**src/rtl/mailbox_pkg.sv**
```systemverilog
// Shared constants for the multi-channel APB mailbox:
// register offsets, STATUS bit positions, config checks.
package mailbox_pkg;

   localparam int unsigned OFS_TX_DATA = 'h00;
   localparam int unsigned OFS_TX_DEST = 'h04;
   localparam int unsigned OFS_RX_DATA = 'h08;
   localparam int unsigned OFS_STATUS  = 'h0C;
   localparam int unsigned OFS_IRQ_THR = 'h10;
   localparam int unsigned OFS_RX_SRC  = 'h14;
   localparam int unsigned OFS_DROP    = 'h18;

   localparam int ST_EMPTY = 16;
   localparam int ST_FULL  = 17;
   localparam int ST_DFULL = 18;
   localparam int ST_DINV  = 19;

   typedef enum logic [2:0] {
      R_TX_DATA,
      R_TX_DEST,
      R_RX_DATA,
      R_STATUS,
      R_IRQ_THR,
      R_RX_SRC,
      R_DROP,
      R_NONE
   } reg_sel_t;

   function automatic bit pow2(int v);
      return (v > 0) && ((v & (v - 1)) == 0);
   endfunction

   function automatic bit cfg_ok(int n, int w, int a, int k);
      return (n >= 1) && (n <= 16) &&
             (w >= 8) && (w <= 1024) && pow2(w) &&
             (a >= 5) &&
             (k >= 2) && (k <= 1024) && pow2(k);
   endfunction

endpackage

```
**src/rtl/mbx_rr_arbiter.sv**
```systemverilog
// Round-robin arbiter: one-hot grant, search starts at ptr,
// ptr moves to grant+1 whenever a grant is issued.
module mbx_rr_arbiter #(
   parameter int N = 4
) (
   input  logic         clk,
   input  logic         rst_n,
   input  logic [N-1:0] req,
   output logic [N-1:0] grant
);

   localparam int PW = (N > 1) ? $clog2(N) : 1;

   logic [PW-1:0] ptr;
   logic [PW-1:0] ptr_nxt;

   // first requester at or after ptr (circularly) wins
   always_comb begin : p_pick
      int  idx;
      logic found;
      grant   = '0;
      ptr_nxt = ptr;
      found   = 1'b0;
      idx     = 0;
      for (int k = 0; k < N; k++) begin
         idx = int'(ptr) + k;
         if (idx >= N) idx = idx - N;
         if (!found && req[idx]) begin
            found      = 1'b1;
            grant[idx] = 1'b1;
            ptr_nxt    = (idx == N - 1) ? '0 : PW'(idx + 1);
         end
      end
   end

   // rotation pointer
   always_ff @(posedge clk or negedge rst_n) begin
      if (!rst_n) ptr <= '0;
      else        ptr <= ptr_nxt;
   end

endmodule

```
**src/rtl/mailbox_mc_apb.sv**
```systemverilog
// Multi-channel APB mailbox, one RX FIFO per CPU port.
// Optional MAILBOX_DROP_CNT_EN adds per-CPU drop counters at 0x18.
module mailbox_mc_apb
   import mailbox_pkg::*;
#(
   parameter int N_NUMB_CPU   = 4,
   parameter int W_WIDTH_SYS  = 32,
   parameter int WIDTH_ADDR   = 8,
   parameter int K_FIFO_DEPTH = 16
) (
   input  logic                                   pclk_i,
   input  logic                                   presetn_i,
   input  logic [N_NUMB_CPU-1:0]                  psel_i,
   input  logic [N_NUMB_CPU-1:0]                  penable_i,
   input  logic [N_NUMB_CPU-1:0]                  pwrite_i,
   input  logic [N_NUMB_CPU-1:0][WIDTH_ADDR-1:0]  paddr_i,
   input  logic [N_NUMB_CPU-1:0][W_WIDTH_SYS-1:0] pwdata_i,
   output logic [N_NUMB_CPU-1:0][W_WIDTH_SYS-1:0] prdata_o,
   output logic [N_NUMB_CPU-1:0]                  pready_o,
   output logic [N_NUMB_CPU-1:0]                  pslverr_o,
   output logic [N_NUMB_CPU-1:0]                  irq_o
);

   localparam int N     = N_NUMB_CPU;
   localparam int W     = W_WIDTH_SYS;
   localparam int K     = K_FIFO_DEPTH;
   localparam int SRC_W = (N > 1) ? $clog2(N) : 1;
   localparam int PTR_W = $clog2(K);
   localparam int CNT_W = PTR_W + 1;
   localparam int ENT_W = W + SRC_W;

   localparam logic [WIDTH_ADDR-1:0] A_TX_DATA = WIDTH_ADDR'(OFS_TX_DATA);
   localparam logic [WIDTH_ADDR-1:0] A_TX_DEST = WIDTH_ADDR'(OFS_TX_DEST);
   localparam logic [WIDTH_ADDR-1:0] A_RX_DATA = WIDTH_ADDR'(OFS_RX_DATA);
   localparam logic [WIDTH_ADDR-1:0] A_STATUS  = WIDTH_ADDR'(OFS_STATUS);
   localparam logic [WIDTH_ADDR-1:0] A_IRQ_THR = WIDTH_ADDR'(OFS_IRQ_THR);
   localparam logic [WIDTH_ADDR-1:0] A_RX_SRC  = WIDTH_ADDR'(OFS_RX_SRC);
   localparam logic [WIDTH_ADDR-1:0] A_DROP    = WIDTH_ADDR'(OFS_DROP);

   if (!cfg_ok(N_NUMB_CPU, W_WIDTH_SYS, WIDTH_ADDR, K_FIFO_DEPTH)) begin : g_bad_cfg
      $error("mailbox_mc_apb: illegal parameter set");
   end

   function automatic reg_sel_t decode(logic [WIDTH_ADDR-1:0] a);
      reg_sel_t s;
      case (a)
         A_TX_DATA: s = R_TX_DATA;
         A_TX_DEST: s = R_TX_DEST;
         A_RX_DATA: s = R_RX_DATA;
         A_STATUS:  s = R_STATUS;
         A_IRQ_THR: s = R_IRQ_THR;
         A_RX_SRC:  s = R_RX_SRC;
`ifdef MAILBOX_DROP_CNT_EN
         A_DROP:    s = R_DROP;
`else
         A_DROP:    s = R_NONE;
`endif
         default:   s = R_NONE;
      endcase
      return s;
   endfunction

   logic [ENT_W-1:0]            mem [N][K];
   logic [N-1:0][PTR_W-1:0]     wptr;
   logic [N-1:0][PTR_W-1:0]     rptr;
   logic [N-1:0][CNT_W-1:0]     cnt;
   logic [N-1:0][SRC_W-1:0]     tx_dest;
   logic [N-1:0][CNT_W-1:0]     irq_thr;

   reg_sel_t                    sel [N];
   logic [ENT_W-1:0]            head [N];
   logic [N-1:0]                acc, req, grant;
   logic [N-1:0]                empty, full, dest_inv, dest_full;
   logic [N-1:0]                pop, push, wr_dest, wr_thr;
   logic [N-1:0][ENT_W-1:0]     push_ent;

`ifdef MAILBOX_DROP_CNT_EN
   logic [N-1:0][15:0]          drop_cnt;
   logic [N-1:0]                drop_inc, clr_drop;
`endif

   // per-port decode, FIFO flags and TX destination checks
   always_comb begin
      for (int i = 0; i < N; i++) begin
         acc[i]       = psel_i[i] & penable_i[i];
         sel[i]       = decode(paddr_i[i]);
         req[i]       = acc[i] & pwrite_i[i] & (sel[i] == R_TX_DATA);
         head[i]      = mem[i][rptr[i]];
         empty[i]     = (cnt[i] == '0);
         full[i]      = (cnt[i] == CNT_W'(K));
         dest_inv[i]  = (int'(tx_dest[i]) >= N);
         dest_full[i] = 1'b0;
         for (int j = 0; j < N; j++)
            if (int'(tx_dest[i]) == j) dest_full[i] = full[j];
      end
   end

   mbx_rr_arbiter #(.N(N)) u_arb (
      .clk   (pclk_i),
      .rst_n (presetn_i),
      .req   (req),
      .grant (grant)
   );

   // route the single granted word to its destination FIFO
   always_comb begin
      push     = '0;
      push_ent = '0;
`ifdef MAILBOX_DROP_CNT_EN
      drop_inc = '0;
`endif
      for (int i = 0; i < N; i++) begin
         if (grant[i] && !dest_inv[i]) begin
            for (int j = 0; j < N; j++) begin
               if (int'(tx_dest[i]) == j) begin
                  if (!full[j]) begin
                     push[j]     = 1'b1;
                     push_ent[j] = {SRC_W'(i), pwdata_i[i]};
                  end
`ifdef MAILBOX_DROP_CNT_EN
                  else drop_inc[j] = 1'b1;
`endif
               end
            end
         end
      end
   end

   // APB response: ready, error, read data and register strobes
   always_comb begin
      prdata_o  = '0;
      pready_o  = '0;
      pslverr_o = '0;
      pop       = '0;
      wr_dest   = '0;
      wr_thr    = '0;
`ifdef MAILBOX_DROP_CNT_EN
      clr_drop  = '0;
`endif
      for (int i = 0; i < N; i++) begin
         if (acc[i] && presetn_i) begin
            pready_o[i] = 1'b1;
            unique case (sel[i])
               R_TX_DATA: begin
                  if (pwrite_i[i]) begin
                     pready_o[i]  = grant[i];
                     pslverr_o[i] = grant[i] & (dest_inv[i] | dest_full[i]);
                  end else begin
                     pslverr_o[i] = 1'b1;
                  end
               end
               R_TX_DEST: begin
                  if (pwrite_i[i]) wr_dest[i] = 1'b1;
                  else prdata_o[i] = W'(tx_dest[i]);
               end
               R_RX_DATA: begin
                  if (pwrite_i[i] || empty[i]) begin
                     pslverr_o[i] = 1'b1;
                  end else begin
                     prdata_o[i] = head[i][W-1:0];
                     pop[i]      = 1'b1;
                  end
               end
               R_STATUS: begin
                  if (pwrite_i[i]) pslverr_o[i] = 1'b1;
                  else prdata_o[i] = W'({12'd0,
                                         dest_inv[i],
                                         dest_full[i],
                                         full[i],
                                         empty[i],
                                         16'(cnt[i])});
               end
               R_IRQ_THR: begin
                  if (pwrite_i[i]) wr_thr[i] = 1'b1;
                  else prdata_o[i] = W'(irq_thr[i]);
               end
               R_RX_SRC: begin
                  if (pwrite_i[i]) pslverr_o[i] = 1'b1;
                  else if (!empty[i])
                     prdata_o[i] = W'(head[i][ENT_W-1:W]);
               end
`ifdef MAILBOX_DROP_CNT_EN
               R_DROP: begin
                  if (pwrite_i[i]) clr_drop[i] = 1'b1;
                  else prdata_o[i] = W'(drop_cnt[i]);
               end
`endif
               default: pslverr_o[i] = 1'b1;
            endcase
         end
      end
   end

   // FIFO storage, written only on an accepted push
   always_ff @(posedge pclk_i) begin
      for (int i = 0; i < N; i++)
         if (push[i]) mem[i][wptr[i]] <= push_ent[i];
   end

   // FIFO pointers and occupancy; push+pop leaves count unchanged
   always_ff @(posedge pclk_i or negedge presetn_i) begin
      if (!presetn_i) begin
         wptr <= '0;
         rptr <= '0;
         cnt  <= '0;
      end else begin
         for (int i = 0; i < N; i++) begin
            if (push[i]) wptr[i] <= wptr[i] + 1'b1;
            if (pop[i])  rptr[i] <= rptr[i] + 1'b1;
            if (push[i] && !pop[i])      cnt[i] <= cnt[i] + 1'b1;
            else if (pop[i] && !push[i]) cnt[i] <= cnt[i] - 1'b1;
         end
      end
   end

   // config registers and registered threshold IRQ
   always_ff @(posedge pclk_i or negedge presetn_i) begin
      if (!presetn_i) begin
         tx_dest <= '0;
         irq_thr <= '0;
         irq_o   <= '0;
      end else begin
         for (int i = 0; i < N; i++) begin
            if (wr_dest[i])
               tx_dest[i] <= (N > 1) ? SRC_W'(pwdata_i[i]) : '0;
            if (wr_thr[i])
               irq_thr[i] <= CNT_W'(pwdata_i[i]);
            irq_o[i] <= (irq_thr[i] != '0) && (cnt[i] >= irq_thr[i]);
         end
      end
   end

`ifdef MAILBOX_DROP_CNT_EN
   // saturating drop counters; a clear wins over a same-cycle drop
   always_ff @(posedge pclk_i or negedge presetn_i) begin
      if (!presetn_i) begin
         drop_cnt <= '0;
      end else begin
         for (int i = 0; i < N; i++) begin
            if (clr_drop[i])
               drop_cnt[i] <= '0;
            else if (drop_inc[i] && (drop_cnt[i] != 16'hFFFF))
               drop_cnt[i] <= drop_cnt[i] + 16'd1;
         end
      end
   end
`endif

endmodule

```
**config.mk**
```make
export PLATFORM = sky130hd
export DESIGN_NAME = mailbox_mc_apb
export DESIGN_NICKNAME = d
export VERILOG_FILES = /design/src/rtl/mailbox_pkg.sv /design/src/rtl/mbx_rr_arbiter.sv /design/src/rtl/mailbox_mc_apb.sv
export SDC_FILE = /design/constraint.sdc
export NUM_CORES = 2
export LEC_CHECK = 0
export CORE_MARGIN = 2
export CORE_UTILIZATION = 55
export CTS_BUF_LIST = sky130_fd_sc_hd__clkbuf_8
export DETAILED_ROUTE_END_ITERATION = 10
export HOLD_SLACK_MARGIN = 0.12
export PLACE_DENSITY = 0.73
export SLEW_MARGIN = 15
export SYNTH_ARGS = -nofsm -noshare
export SYNTH_HDL_FRONTEND = slang
export SYNTH_SLANG_ARGS = --single-unit
```
**constraint.sdc**
```tcl
create_clock -name pclk_i -period 10.4 [get_ports pclk_i]
set_input_delay 1.04 -clock pclk_i [delete_from_list [all_inputs] [get_ports pclk_i]]
set_output_delay 1.04 -clock pclk_i [all_outputs]
set_load 0.05 [all_outputs]
```
-- Word-level counts from Yosys, hierarchy flattened
Memory sizes are Yosys's and may differ from the RTL's.
Cells that the tools add are included.
Widths: inputs -> output; s select.
- flip-flop bits (word level): 86
- memory bits (writable): 2176
- input bits: 174
- output and inout bits: 140
- logic and storage cells: 511
- memories kept: 1
- add/subtract/negate cells: 27
- order comparisons: 28
- equality and inequality tests: 60
- multiplexer cells: 268
- bitwise logic cells: 27
- reduce and logical (&&, ||, !) cells: 78
- memory list (name ; words ; width ; rd ports ; clocked after Yosys merged registers in ; wr ports ; line ; text):
    mem ; 4 ; 544 ; 4 ; 0 ; 1 ; mailbox_mc_apb.sv:63 ; logic [ENT_W-1:0] mem [N][K];
- operator list (operator ; count):
    $mux 544 ; 10
    $reduce_or 544->1 ; 3
    $mux 34 ; 36
    $mux 32 ; 20
    $pmux 32 s5 ; 4
    $bmux 34 s4 ; 4
    $demux 34 s4 ; 4
    $mux 136 ; 3
    $mux 134 ; 1
    $eq 32x3->1 const B ; 4
    $ge 32x1->1 const B ; 4
    $lt 32x4->1 const B ; 4
    $mux 1 ; 123
    $ge 32x4->1 const B ; 3
    $sub 32x4->32 const B ; 3
    $mux 19 ; 4
    $pmux 3 s6 ; 4
    $eq 8x4->1 const B ; 8
    $eq 8x5->1 const B ; 8
    $mux 5 ; 12
    $mux 2 ; 23
    $ge 5x5->1 const B ; 8
    $not 4->5 ; 8
    $add 4x1->4 const B ; 8
    other kinds (33) ; 179

-- Logic depth before layout (Yosys ltp)
- depth after elaboration: 33
- mapped depth: 24
- mapped depth without buffers: 22

-- By module
Synthesis repeated with hierarchy kept, for this count alone.
- cells, all modules: 4682
- area, all modules: 93018.0 um^2
- by module, submodules not included (module ; times used ; cells an instance ; area an instance (um^2) ; sequential area each (um^2)):
    mailbox_mc_apb ; 1 ; 4613 ; 92396.1 ; 67444.7
    mbx_rr_arbiter ; 1 ; 69 ; 621.8 ; 50.0

-- Least setup slack after synthesis
No wires, ideal clock.
- path type: in2reg
- from: input port paddr_i[1] (netlist name)
- to: memory mem[3][442] (netlist name) (enable)
- data arrival time: 8.251 ns
- required time: 9.878 ns
- slack: 1.626 ns
- cell stages on the path: 15
- path buffers: 2
- cells stage by stage: or3_1 or3_1 or3b_2 ha_1 a21oi_1 a22oi_2 and2_1 clkbuf_1 a32oi_2 nor4b_1 or2_1 buf_2 a311oi_4 nor3_2 nor4b_1
- word-level cells in the longest chain between the ends: 33
- elaborated cells on any way between the ends: 82
- those cells by class: eq/ne (5); mux (62); bitwise (4); reduce/logical (11)
- RTL lines (what ; line ; text):
    start: declaration ; mailbox_mc_apb.sv:16 ; input logic [N_NUMB_CPU-1:0][WIDTH_ADDR-1:0] paddr_i,
    $eq 8x5->1 (tied with other cells) ; mailbox_mc_apb.sv:46 ; case (a)
    $pmux 3 s6 * ; mailbox_mc_apb.sv:46 ;
    $logic_not 3->1 * ; mailbox_mc_apb.sv:87 ; req[i] = acc[i] & pwrite_i[i] & (sel[i] == R_TX_DATA);
    $and 1x1->1 * ; mailbox_mc_apb.sv:87 ;
    $bmux 1 s2 ; mbx_rr_arbiter.sv:28 ; if (!found && req[idx]) begin
    $mux 1 (not written as such) (2 in series) ; mbx_rr_arbiter.sv:28 ;
    $mux 1 ; mbx_rr_arbiter.sv:28 ;
    $logic_not 1->1 ; mbx_rr_arbiter.sv:28 ;
    [... 14 more ...] ; n/a ;
    $mux 4 ; mailbox_mc_apb.sv:113 ; if (grant[i] && !dest_inv[i]) begin
    $mux 1 ; mailbox_mc_apb.sv:116 ; if (!full[j]) begin
    $mux 1 ; mailbox_mc_apb.sv:115 ; if (int'(tx_dest[i]) == j) begin
    $mux 4 * ; mailbox_mc_apb.sv:113 ;
    $mux 1 ; mailbox_mc_apb.sv:197 ; if (push[i]) mem[i][wptr[i]] <= push_ent[i];
    $mux 544 (not written as such) ; mailbox_mc_apb.sv:197 ;
    $reduce_or 544->1 (no source line) ; n/a ;
    $mux 2 (no source line) / $mux 544 (equally long branches) (3 in series) ; n/a ;
    end: declaration ; mailbox_mc_apb.sv:63 ;
Every way passes the cells marked *; elsewhere a longest branch is shown, timed or not. The select of a mux whose other input is x is not followed.

-- Worst setup path in the final report
- from: input port paddr_i[1] (netlist name)
- to: output port pslverr_o[1]
- word-level cells in the longest chain between the ends: 21
- elaborated cells on any way between the ends: 41
- those cells by class: eq/ne (5); mux (23); bitwise (5); reduce/logical (8)
- RTL lines (what ; line ; text):
    $eq 8x5->1 (tied with other cells) ; mailbox_mc_apb.sv:46 ;
    $pmux 3 s6 * ; mailbox_mc_apb.sv:46 ;
    $logic_not 3->1 * ; mailbox_mc_apb.sv:87 ;
    $and 1x1->1 * ; mailbox_mc_apb.sv:87 ;
    $bmux 1 s2 ; mbx_rr_arbiter.sv:28 ;
    $mux 1 (not written as such) (2 in series) ; mbx_rr_arbiter.sv:28 ;
    $mux 1 ; mbx_rr_arbiter.sv:28 ;
    $logic_not 1->1 ; mbx_rr_arbiter.sv:28 ;
    [... 4 more ...] ; n/a ;
    $mux 1 ; mbx_rr_arbiter.sv:28 ;
    $logic_not 1->1 ; mbx_rr_arbiter.sv:28 ;
    $logic_and 1x1->1 ; mbx_rr_arbiter.sv:28 ;
    $mux 4 * ; mbx_rr_arbiter.sv:28 ;
    $and 1x1->1 * ; mailbox_mc_apb.sv:147 ; pslverr_o[i] = grant[i] & (dest_inv[i] | dest_full[i]);
    $mux 1 * ; mailbox_mc_apb.sv:145 ; if (pwrite_i[i]) begin
    $pmux 1 s4 * ; mailbox_mc_apb.sv:143 ; unique case (sel[i])
    $mux 1 * ; mailbox_mc_apb.sv:141 ; if (acc[i] && presetn_i) begin
    end: declaration ; mailbox_mc_apb.sv:20 ; output logic [N_NUMB_CPU-1:0] pslverr_o,
Marked as above.

==> results by group <==
Synthesis
  • Mapped Cells: 4522
  • Post-Synthesis Cell Area: 92700 um^2
  • Predominant post-synthesis flop cell: edfxtp_1
  • Simple-gate share of the synthesized area: 3.20%
  • Post-Syn Area per Cell: 20.5 um^2
  • Dominant combinational cell family by area after synthesis: multiplexers
  • Seq/Total Area, Yosys: between 70 and 80%
  • Xor/xnor cell area share of the yosys netlist: 0.425%
  • Syn_nets: roughly 4800
  • Mux cell area share after synthesis: approximately 17%
  • Synth Register Bits: 2262
  • EDFF count, synth: 2176
  • Syn. warnings: 0
  • Synth Area in Compound Gates: 4.24%
  • Yosys cell types: 78
  • Post-synth ARST share: 3.80%
  • Adder-cell share of the synthesized area: 0.990%

Critical path
  • Startpoint types: primary input
  • Kind of critical path: in2out
  • Worst flop-to-flop path startpoint: u_arb.ptr[1]
  • Worst R2R End: cnt[14]
  • Crit end category: output port
  • Maximum fanout along the worst path: 6
  • Data arrival, critical path: 7.37 ns
  • R2r setup slk: 3.64 ns
  • Critical Path RT: around 9.4 ns
  • Worst reg2reg path depth: 20

STA
  • Final setup viols: 0
  • Min Tclk post-route: approximately 8.4 ns
  • Actual slew at the worst max-slew pin: 1.31 ns
  • Worst setup margin: a little under 2 ns
  • Final hold viol count: 0
  • Max Freq: about 120 MHz
  • TNS Setup: 0 ns
  • Setup Skew: 0.0762 ns
  • Final Max Tran Viols: 0
  • Slew margin rel.: roughly an eighth
  • RSZ-0062 raised after global routing: no
  • Fin Hold WS: 0.413 ns
  • Tcrit/Tclk final: 80.9%

GRT
  • Initial antenna violation count: 25
  • Gr usage total: roughly 30%
  • Vias in the first global route: 50200
  • Pin count of the biggest net entering global routing: 97
  • Grt ovf: 0
  • First-pass GRT wire length: 368000 um

Clock network
  • Clock latency on the worst-skew pair: 1.09 ns
  • Reg clk slew, reported paths: about 0.070 ns
  • TritonCTS clock tree: yes
  • Hold buffers post-CTS: 1
  • Max clock buf depth: 4
  • Root Driver: clkbuf_8
  • H-tree levels: 5
  • Post_cts resized: 0
  • Clk sink count: about 2300
  • Total CTS buffers: 370
  • Post-CTS Setup Bufs: 0

Floorplan
  • I/O pin count: 314
  • Core area: 167000 um^2
  • Die Wd: between 400 and 500 um
  • Initial core utilization: 55.5%
  • Die area: 172000 um^2
  • Die height: 415 um
  • Row count: 150

Detailed routing
  • Drt pass-1 iters: 6
  • Residual DRC count: 0
  • Post-Route WL: 259000 um
  • Total number of vias: 50200
  • Routed WL per cell: 34.3 um
  • Routed vias/inst: 6.63
  • Antenna-violating nets left: 0
  • Initial DRC count: 6994

Placed design
  • Setup slack at placement: 2.12 ns
  • IO Port Bufs: 313
  • GPL Wtd Cong: 1.01
  • Placed cell areas: 99200 um^2
  • DP HPWL: 158000 um

Power
  • Sw Share: 29.1%
  • Clock Power Share: 29.2%
  • Max IR drop VDD: 0.196 mV
  • Int Pwr: 16.7 mW
  • Lkg Pwr: 36.0 nW
  • PwrDens: 222 nW/um^2
  • Comb pwr share: 18.6%
  • Reg power frac: 52.2%
  • Net Sw Power: 6.83 mW

Final layout
  • Most common cell after layout, fill and taps aside: edfxtp_1
  • Design area: 106000 um^2
  • Commonest non-fill, non-tap cells in the layout: 2176 x edfxtp_1, 683 x mux4_2, 378 x clkbuf_8
  • NumNets Final: 5334
  • Area grow syn2layout: 14.0%
  • Layout cell share with drive strength beyond 1: between 20 and 30%
  • Fillcell total: between 10000 and 15000
  • Multi-input logic area: 24400 um^2
  • Register area: 67500 um^2

Outcome
  • Outcome: complete, no violations

Flow run
  • Max Cap Viol: 0

Hold path
  • Hold crit path type: in2async
## power groups by stage
stage | clock [mW] | sequential (mW) | combinational, mW
after floorplan | 0 | 12.4 | 2.35
after global placement | 0 | 12.4 | 4.13
after detailed placement | 0 | 12.5 | 4.25
after CTS | 6.96 | 12.3 | 4.27
after global routing | 7.34 | 12.3 | 4.66
final | 6.86 | 12.3 | 4.38
## layout make-up
| cell class | count | area share (%) |
|---|---|---|
| antenna | 24 | 0.0568 |
| clock buffer | 378 | 4.92 |
| clock inverter | 244 | 1.11 |
| inverter | 57 | 0.202 |
| multi-input combinational | 1921 | 23.1 |
| sequential | 2262 | 63.9 |
| tap | 2204 | 2.61 |
| timing repair buffer | 477 | 4.15 |
## registers in the layout, summed over array words and instances, names as in the netlist
signal,cells
rptr,16
irq_o,4
cnt,20
wptr,16
irq_thr,20
mem,2176
tx_dest,8
u_arb.ptr,2
## metal layers
metal	share of wire (%)	up-vias	wire length, um	track usage (%)
met5	0.0062	-	16	0
met4	6.6	2	17200	18.9
met3	8.6	672	22200	5.67
met2	49	2849	127000	47.7
met1	36	26300	93100	39.5
li1	-	20400	-	-
## how the worst max path moves through the flow
stage | startpoint | end | slack [ns] | cells past startpoint
floorplan | paddr_i[1] | mem[3][442] | 1.63 | 15
global placement | paddr_i[17] | pslverr_o[1] | 2.21 | 15
detailed placement | paddr_i[17] | pslverr_o[1] | 2.12 | 15
CTS | paddr_i[17] | pslverr_o[1] | 2.11 | 15
global route | paddr_i[1] | pslverr_o[1] | 1.90 | 16
finish | paddr_i[1] | pslverr_o[1] | 1.99 | 16
## through the flow
| stage | power [mW] | util, % | instances |
|---|---|---|---|
| 3_5_place_dp | 16.7 | 59.3 | 6919 |
| 6_report | 23.5 | 63.2 | 7567 |
| 5_1_grt | 24.3 | 63.2 | 7562 |
| 4_1_cts | 23.5 | 63.1 | 7542 |
| 3_3_place_gp | 16.5 | 59.3 | 6919 |
| 2_1_floorplan | 14.7 | - | 4522 |
## cells by family after synthesis
family | count (synthesis)
mux | 714
buf+inv | 339
fa+ha+maj | 71
simple gates | 555
xor+xnor | 45
compound gates | 536
flops | 2262
## Yosys cell counts, types with 6 or more instances
cell      instances  area, um^2
buf_2            21         105
inv_1            57         214
o21ai_0         141         706
and3_1          116         726
mux2_2           26         293
nand2_1         133         499
nand2b_1         16         100
xor2_1           10        87.6
a221o_1          32         320
dfrtp_1          86        2150
xnor2_1          35         307
and2_1           15        93.8
or4_1             6        45.0
o221a_2          32         360
or3_1            11        68.8
buf_1            62         233
ha_1             67         838
a31oi_1          10        62.6
nor3b_2          10         125
nor3_1           25         125
a21oi_1          49         245
nor2b_1          52         325
a32oi_1           6        52.6
mux4_2          683       15400
a22oi_1          19         143
nand3_1          16        80.1
nor4_1           20         125
o21ai_1          30         150
a21o_1            9        67.6
clkbuf_1        198         743
edfxtp_1       2176       65300
nor2_1          103         387
a221oi_1         99         867
a222oi_1         17         170
o22ai_1          43         269
## worst max-delay path: stages
cell and delay [ns]:
clkdlybuf4s50_1 0.42, or3_1 0.40, or3_1 0.44, or3b_2 0.55
ha_1 0.30, a21oi_1 0.35, a21oi_1 0.21, mux2i_1 0.21
a221oi_1 0.10, buf_4 0.18, nor4b_1 0.75, or2_1 0.49
nand2_1 0.13, o2bb2ai_1 0.16, a21oi_1 0.68, clkdlybuf4s50_1 0.95
Note: power is estimated with default switching activity, not from simulation.
